**src/rtl/im_mem_stage.sv**
```systemverilog
// im_mem_stage: memory-access stage ahead of IM/IW. Runs loads/stores on a req/ack data bus, aligns load data, and produces O.
// Ports: pipeline inputs (valid/mem_read/mem_write/size/unsigned/addr/store data), dbus_* request and response, O_out and stall/kill/error flags.
// Latency: at least 2 stalled cycles per memop (detect + one ACCESS cycle), TIMEOUT+1 worst case. stall_out freezes upstream while a memop is in flight.
module im_mem_stage #(
   parameter int TIMEOUT = 16
) (
   input  logic        clk,
   input  logic        rst_n,
   input  logic        valid_in,
   input  logic        mem_read_in,
   input  logic        mem_write_in,
   input  logic [1:0]  access_size_in,
   input  logic        load_unsigned_in,
   input  logic [31:0] addr_in,
   input  logic [31:0] store_data_in,
   output logic        dbus_req,
   output logic        dbus_we,
   output logic [31:0] dbus_addr,
   output logic [3:0]  dbus_be,
   output logic [31:0] dbus_wdata,
   input  logic [31:0] dbus_rdata,
   input  logic        dbus_ack,
   output logic [31:0] O_out,
   output logic        stall_out,
   output logic        wb_kill,
   output logic        misalign_err,
   output logic        bus_timeout
);

   typedef enum logic [1:0] {
      IDLE   = 2'd0,
      ACCESS = 2'd1,
      DONE   = 2'd2
   } state_t;

   localparam logic [7:0] CNT_LAST = 8'(TIMEOUT - 1);

   state_t      state, state_nxt;

   // Captured access
   logic [31:0] addr_q;
   logic        we_q;
   logic [3:0]  be_q;
   logic [31:0] wdata_q;
   logic [1:0]  off_q;
   logic [1:0]  size_q;
   logic        uns_q;
   logic [7:0]  cnt_q;
   logic        to_q;
   logic [31:0] ld_q;

   logic        memop;
   logic        misaligned;
   logic [3:0]  be_new;
   logic [31:0] wdata_new;
   logic [31:0] rd_shift;
   logic [31:0] ld_ext;

   assign memop = valid_in & (mem_read_in | mem_write_in);

   always_comb begin
      misaligned = 1'b0;
      case (access_size_in)
         2'b00:   misaligned = 1'b0;
         2'b01:   misaligned = addr_in[0];
         default: misaligned = (addr_in[1:0] != 2'b00);
      endcase
   end

   // Byte enables and lane-replicated store data for the incoming instruction
   always_comb begin
      be_new    = 4'b1111;
      wdata_new = store_data_in;
      case (access_size_in)
         2'b00: begin
            be_new    = 4'b0001 << addr_in[1:0];
            wdata_new = {4{store_data_in[7:0]}};
         end
         2'b01: begin
            be_new    = addr_in[1] ? 4'b1100 : 4'b0011;
            wdata_new = {2{store_data_in[15:0]}};
         end
         default: begin
            be_new    = 4'b1111;
            wdata_new = store_data_in;
         end
      endcase
   end

   // Little-endian load extraction using the captured offset/size/sign mode
   assign rd_shift = dbus_rdata >> {off_q, 3'b000};

   always_comb begin
      ld_ext = dbus_rdata;
      case (size_q)
         2'b00: ld_ext = uns_q ? {24'h0, rd_shift[7:0]}
                               : {{24{rd_shift[7]}}, rd_shift[7:0]};
         2'b01: begin
            if (off_q[1])
               ld_ext = uns_q ? {16'h0, dbus_rdata[31:16]}
                              : {{16{dbus_rdata[31]}}, dbus_rdata[31:16]};
            else
               ld_ext = uns_q ? {16'h0, dbus_rdata[15:0]}
                              : {{16{dbus_rdata[15]}}, dbus_rdata[15:0]};
         end
         default: ld_ext = dbus_rdata;
      endcase
   end

   always_ff @(posedge clk or negedge rst_n) begin
      if (!rst_n)
         state <= IDLE;
      else
         state <= state_nxt;
   end

   always_ff @(posedge clk or negedge rst_n) begin
      if (!rst_n) begin
         addr_q  <= 32'h0;
         we_q    <= 1'b0;
         be_q    <= 4'h0;
         wdata_q <= 32'h0;
         off_q   <= 2'b00;
         size_q  <= 2'b00;
         uns_q   <= 1'b0;
         cnt_q   <= 8'h0;
         to_q    <= 1'b0;
         ld_q    <= 32'h0;
      end else begin
         case (state)
            IDLE: begin
               if (memop && !misaligned) begin
                  addr_q  <= {addr_in[31:2], 2'b00};
                  we_q    <= mem_write_in;
                  be_q    <= be_new;
                  wdata_q <= wdata_new;
                  off_q   <= addr_in[1:0];
                  size_q  <= access_size_in;
                  uns_q   <= load_unsigned_in;
                  cnt_q   <= 8'h0;
                  to_q    <= 1'b0;
               end
            end
            ACCESS: begin
               if (dbus_ack) begin
                  if (!we_q)
                     ld_q <= ld_ext;
               end else if (cnt_q == CNT_LAST) begin
                  to_q <= 1'b1;
               end else begin
                  cnt_q <= cnt_q + 8'd1;
               end
            end
            default: ;
         endcase
      end
   end

   always_comb begin
      state_nxt = state;
      case (state)
         IDLE:    if (memop && !misaligned) state_nxt = ACCESS;
         ACCESS:  if (dbus_ack || cnt_q == CNT_LAST) state_nxt = DONE;
         // The instruction that just finished is still on the inputs here,
         // so DONE always returns to IDLE without looking at memop.
         DONE:    state_nxt = IDLE;
         default: state_nxt = IDLE;
      endcase
   end

   logic stall_i, kill_i, mis_i, to_pulse_i;

   always_comb begin
      O_out      = addr_in;
      stall_i    = 1'b0;
      kill_i     = 1'b0;
      mis_i      = 1'b0;
      to_pulse_i = 1'b0;
      dbus_req   = 1'b0;
      case (state)
         IDLE: begin
            if (memop && misaligned) begin
               mis_i  = 1'b1;
               kill_i = 1'b1;
               O_out  = 32'h0;
            end else if (memop) begin
               stall_i = 1'b1;
            end
         end
         ACCESS: begin
            dbus_req = 1'b1;
            stall_i  = 1'b1;
         end
         DONE: begin
            if (to_q) begin
               O_out      = 32'h0;
               kill_i     = 1'b1;
               to_pulse_i = 1'b1;
            end else if (!we_q) begin
               O_out = ld_q;
            end
         end
         default: ;
      endcase
   end

   // Bus side is always driven from the captured registers so it stays stable for the whole access.
   assign dbus_we    = we_q;
   assign dbus_addr  = addr_q;
   assign dbus_be    = be_q;
   assign dbus_wdata = wdata_q;

   // Flags are forced low while reset is asserted, even if a memop is still on the inputs.
   assign stall_out    = stall_i & rst_n;
   assign wb_kill      = kill_i & rst_n;
   assign misalign_err = mis_i & rst_n;
   assign bus_timeout  = to_pulse_i & rst_n;

endmodule

```
**config.mk**
```make
export PLATFORM = sky130hd
export DESIGN_NAME = im_mem_stage
export DESIGN_NICKNAME = d
export VERILOG_FILES = /design/src/rtl/im_mem_stage.sv
export SDC_FILE = /design/constraint.sdc
export NUM_CORES = 1
export LEC_CHECK = 0
export ABC_AREA = 1
export CAP_MARGIN = 20
export CELL_PAD_IN_SITES_DETAIL_PLACEMENT = 0
export CELL_PAD_IN_SITES_GLOBAL_PLACEMENT = 1
export CORE_UTILIZATION = 25
export DETAILED_ROUTE_END_ITERATION = 12
export GPL_TIMING_DRIVEN = 0
export PLACE_DENSITY = 0.68
export SLEW_MARGIN = 20
export SYNTH_ARGS = -nofsm -noshare
export SYNTH_HDL_FRONTEND = slang
export SYNTH_SLANG_ARGS = --single-unit
```
**constraint.sdc**
```tcl
create_clock -name clk -period 2.9 [get_ports clk]
set_clock_uncertainty 0.1 [all_clocks]
set_input_delay 0.87 -clock clk [delete_from_list [all_inputs] [get_ports clk]]
set_output_delay 0.87 -clock clk [all_outputs]
set_load 0.02 [all_outputs]
```
# After elaboration in Yosys (flattened, before gate mapping)
# Index checks and enable logic that the tools add are counted.
op_classes:
  add_sub_neg: 1
  n_mul: 0
  n_div: 0
  n_lt_le_gt_ge: 0
  n_eq_ne: 10
  n_shift: 2
  muxes: 33
  n_bitwise: 7
  reduce_logical: 14
ops:
  columns: ["cell", "count"]
  rows:
  - ["$mux 32", 7]
  - ["$pmux 32 s2", 3]
  - ["$shr 32x5->8", 1]
  - ["$mux 8", 3]
  - ["$pmux 8 s2", 1]
  - ["$mux 1", 10]
  - ["$ne 2x2->1 const B", 5]
  - ["$add 8x1->8 const B", 1]
  - ["$eq 8x4->1 const B", 1]
  - ["$pmux 1 s2", 4]
  - ["$pmux 4 s2", 1]
  - ["$reduce_and 4->1", 2]
  - ["$eq 2x1->1 const B", 3]
  - ["$logic_not 2->1", 3]
  - ["$and 1x1->1", 5]
  - ["$mux 2", 2]
  - ["$mux 4", 1]
  - ["$pmux 2 s2", 1]
  - ["$reduce_and 2->1", 2]
  - ["$reduce_bool 2->1", 2]
  - ["$shl 1x2->4 const A", 1]
  - ["$reduce_and 3->1", 1]
  - ["$eq 2x2->1 const B", 1]
  - ["$logic_and 1x1->1", 2]
  - ["other kinds (4)", 4]
totals:
  register_bits: 115
  latchBits: 0
  mem_bits_rw: 0
  romBits: 0
  input_bits: 105
  output_inout_bits: 106
  elab_cells: 78
  mem_count: 0

# Longest topological paths before layout
depth:
  ltp_word: 6
  ltp_mapped: 10
  mapped_depth_nobuf: 9

# Worst setup path before layout
# OpenSTA, ideal clock, no wires.
synth_timing:
  path_type: "input -> output"
  from: "input mem_write_in"
  to: "output O_out[0]"
  arrival_time_ps: 1842
  required_ps: 1930
  setup_slack_ps: 88
  stages: 6
  n_path_buf: 1
  path_cell_list: "nor2_1 nor2_2 nand3_1 a21oi_1 buf_2 o21ai_0"
synth_via:
  elab_chain_len: 5
synth_lines:
  columns: ["element", "line", "source"]
  rows:
  - ["from (decl)", "11", "input logic mem_write_in,"]
  - ["$or 1x1->1", "59", "assign memop = valid_in & (mem_read_in | mem_write_in);"]
  - ["$and 1x1->1", "59", null]
  - ["$logic_and 1x1->1", "182", "if (memop && misaligned) begin"]
  - ["$mux 32", "182", null]
  - ["$pmux 32 s2", "180", "case (state)"]
  - ["to (decl)", "23", "output logic [31:0] O_out,"]
# No other way between the ends.

# Final worst setup path
layout_timing:
  from: "input access_size_in[0]"
  to: "output O_out[28]"
layout_via:
  elab_chain_len: 5
  elab_cells_between_ends: 6
  cone_classes: "eq/ne (1); mux (3); reduce/logical (2)"
layout_lines:
  columns: ["element", "line", "source"]
  rows:
  - ["from (decl)", "12", "input logic [1:0] access_size_in,"]
  - ["$eq 2x1->1 or $logic_not 2->1 (tied branches)", "63", "case (access_size_in)"]
  - ["$pmux 1 s2 *", "63", null]
  - ["$logic_and 1x1->1 *", "182", null]
  - ["$mux 32 *", "182", null]
  - ["$pmux 32 s2 *", "180", null]
# Every way passes the cells marked *; elsewhere a longest branch is shown, timed or not.

==> qor.txt <==
startpoint types = input pin
outcome = finished with violations
Die Wd = 160 microns
I/O Pins = 211
Initial DRT Pass Iterations = 4
Core Rows = 57
DRT Wirelength = 25,000 microns
worst r2r path cells = 7
flop-to-flop setup slack = 1060 ps
gpl congestion = 0.881
synthesized flop and latch total = 115
Hold Fails Final Rpt = 0
clock tree from TritonCTS = done
first-pass GRT wire length = 38,200 microns
Req. time, crit path = 1930 ps
IO buf count = 208
Synth Area per Inst = 7.33 sq um
First DRT Iteration DRCs = 350
Hold WC Path Type = input pin to async pin
total power = 9.08 mW
total die area = 0.0256 sq mm
TritonCTS Sinks = 115
failing checks = setup timing
Non-Filler Instances = 1,449
DPL Wire Length = 18,000 microns
CTS Root Buffer Type = clkbuf_16
Max Buffers Root-to-Sink = 2
Die Y = 160 microns
power per cell area = 887 mW/mm^2
achievable frequency = 338 MHz
Starting Density = 25.6%
grt ovf = 0
Reg clk slew, reported paths = 50 ps
reg2reg start = state[0]
Final Cycle Share = 102%
layout cells sized above 1 = 20.4%
Worst setup EP type = primary output
TritonCTS buffer count = 17
Hold WS = 180 ps
gr usage total = 19.5%
Pleak = 4.73 nW
worst slew pin tran = 657 ps
largest net degree at the start of global routing = 49
initial antenna violation count = 2
Final WS setup = -56.9 ps
CP Max Fanout = 5
post-synthesis instance total = 851
Worst Path Class, Setup = input pin to primary output
max-cap viol count = 0
setup TNS = -507 ps
WL/cell = 17.3 microns
peak supply drop = 0.367 mV
Worst Path Arrival = 1990 ps
Post-Place Cells = 1,385
htree depth = 4
Area growth, synth to finish = 64.1%
RSZ-0062 raised after global routing = yes
# setup viols final = 19
Placeable Area = 0.0244 sq mm
vias in the first global route = 6,670
register area share after synthesis = 46.1%
hold-fix buffers at CTS = 0
Post-Syn Area = 0.00624 sq mm
Final min period = 2960 ps
DRC = 0
via count = 6,636
Clock Latency Late Sink = 420 ps
vias per std cell = 4.58
Antenna Violating Nets Remaining = 0
Netlist cell types = 31
Slew Limit Fails = 0
Ys Warns = 0
Crit. Startpoint = access_size_in[0]
Slew HR = 56.2%
Finished Core Util = 42.0%
fin nets = 1,217
-- logic make-up after synthesis --
logic type,synth area share (%)
AOI/OAI and AO/OA,20.0
xor gates and xnor gates,0.281
adders and majority gates,0.201
buffers and inverters,8.63
DFF,46.1
other,0.0601
and+or+nand+nor,24.7
-- worst max-delay path, cell delays in order --
cell and delay, ps:
buf_8 110, inv_6 50, nand2_4 60, buf_12 130
nand3_4 60, a21oi_4 60, buf_6 130, buf_6 120
buf_6 140, o21ai_2 130, buf_6 130
-- layout by cell type (no fill, tap or decap), types with 3 or more instances in the layout --
cell type / n
o21ai_0: 100
clkdlybuf4s15_2: 3
nand4_1: 3
buf_8: 6
clkbuf_16: 18
nand3_1: 33
a21oi_1: 65
bufinv_16: 4
nor2_2: 3
o21ai_4: 19
nand2_1: 274
buf_4: 31
inv_6: 3
clkdlybuf4s50_1: 164
inv_2: 10
o21ai_2: 23
nand2_4: 7
nand3_2: 3
o21ai_1: 16
a21oi_2: 3
nand2_2: 5
buf_12: 4
nor2_4: 3
buf_6: 39
clkinvlp_4: 3
buf_16: 3
inv_1: 54
dfrtp_1: 114
clkbuf_1: 14
nor2_1: 42
o21bai_1: 3
buf_2: 22
-- sequential cells by signal, summed over array words and instances, names as in the netlist --
signal      count
dbus_we         1
size_q          2
state           2
off_q           2
dbus_wdata     32
to_q            1
uns_q           1
dbus_be         4
ld_q           32
dbus_addr      30
cnt_q           8
-- cell usage after synthesis --
cell | number | share of area [%]
ha_1 | 1 | 0.20
a21oi_1 | 67 | 5.4
nand3_2 | 3 | 0.48
nand2_2 | 4 | 0.40
clkbuf_1 | 15 | 0.90
o21ai_1 | 7 | 0.56
dfrtp_1 | 115 | 46
nor2_1 | 43 | 2.6
a211oi_1 | 2 | 0.24
conb_1 | 1 | 0.060
buf_6 | 6 | 1.1
nor2_2 | 4 | 0.40
buf_1 | 5 | 0.30
a21oi_2 | 3 | 0.42
nor3_2 | 1 | 0.16
o21ai_2 | 10 | 1.4
nand3_1 | 34 | 2.7
inv_1 | 59 | 3.6
nand4_1 | 3 | 0.30
o21ai_0 | 141 | 11
nand2_1 | 279 | 17
nor2_4 | 1 | 0.18
xor2_1 | 2 | 0.28
buf_4 | 4 | 0.48
o211ai_1 | 1 | 0.12
buf_2 | 22 | 1.8
o21a_1 | 2 | 0.24
nand2_4 | 3 | 0.54
inv_2 | 9 | 0.54
nor3_1 | 1 | 0.080
o21bai_1 | 3 | 0.36
-- routing by layer --
| metal | track usage, % | vias up | routed length, microns |
|---|---|---|---|
| met1 | 24.7 | 3091 | 10800 |
| met5 | 0 | - | 10 |
| met3 | 6.65 | 17 | 1980 |
| met2 | 31.8 | 227 | 12000 |
| met4 | 4.37 | 2 | 262 |
| li1 | - | 3299 | - |
-- final timing paths --
path | end
worst min register to register | ld_q[9]
worst max-delay path | O_out[28]
max in group asynchronous | dbus_wdata[6]
min in group clk | ld_q[9]
worst min-delay path | dbus_addr[7]
worst max register to register | dbus_addr[7]
-- report_power, final --
group	switching, mW	internal, mW	total, mW
clock	0.824	1.49	2.31
combinational	2.34	1.82	4.15
sequential	0.372	2.24	2.61
-- per-stage QoR --
stage / setup WS, ps / area [sq um]
after floorplan: 88.2 / 6240
after global placement: -5230 / 8730
after global routing: -85.1 / 10200
after CTS: -55.6 / 9910
final: -56.9 / 10200
after detailed placement: -1540 / 8760
-- cell type report --
| type | instances | area, sq um |
|---|---|---|
| fillers | 2577 | 14200 |
| diodes | 1 | 2.50 |
| plain buffers | 49 | 304 |
| well taps | 324 | 405 |
| repair buffers | 243 | 2560 |
| flip-flops and latches | 115 | 2880 |
| clock inverters | 12 | 179 |
| clock buffers | 20 | 457 |
| inverters | 68 | 270 |
| multi-input cells | 617 | 3170 |
-- what timing repair did --
action / 4_1_cts / 5_1_grt
setup endpoints to repair: 36 / 36
cloned: 5 / 1
setup buffers: 27 / 2
resized for setup: 351 / 79
pin swaps: 9 / 12
No activity file was read; power rests on OpenSTA's default activity.
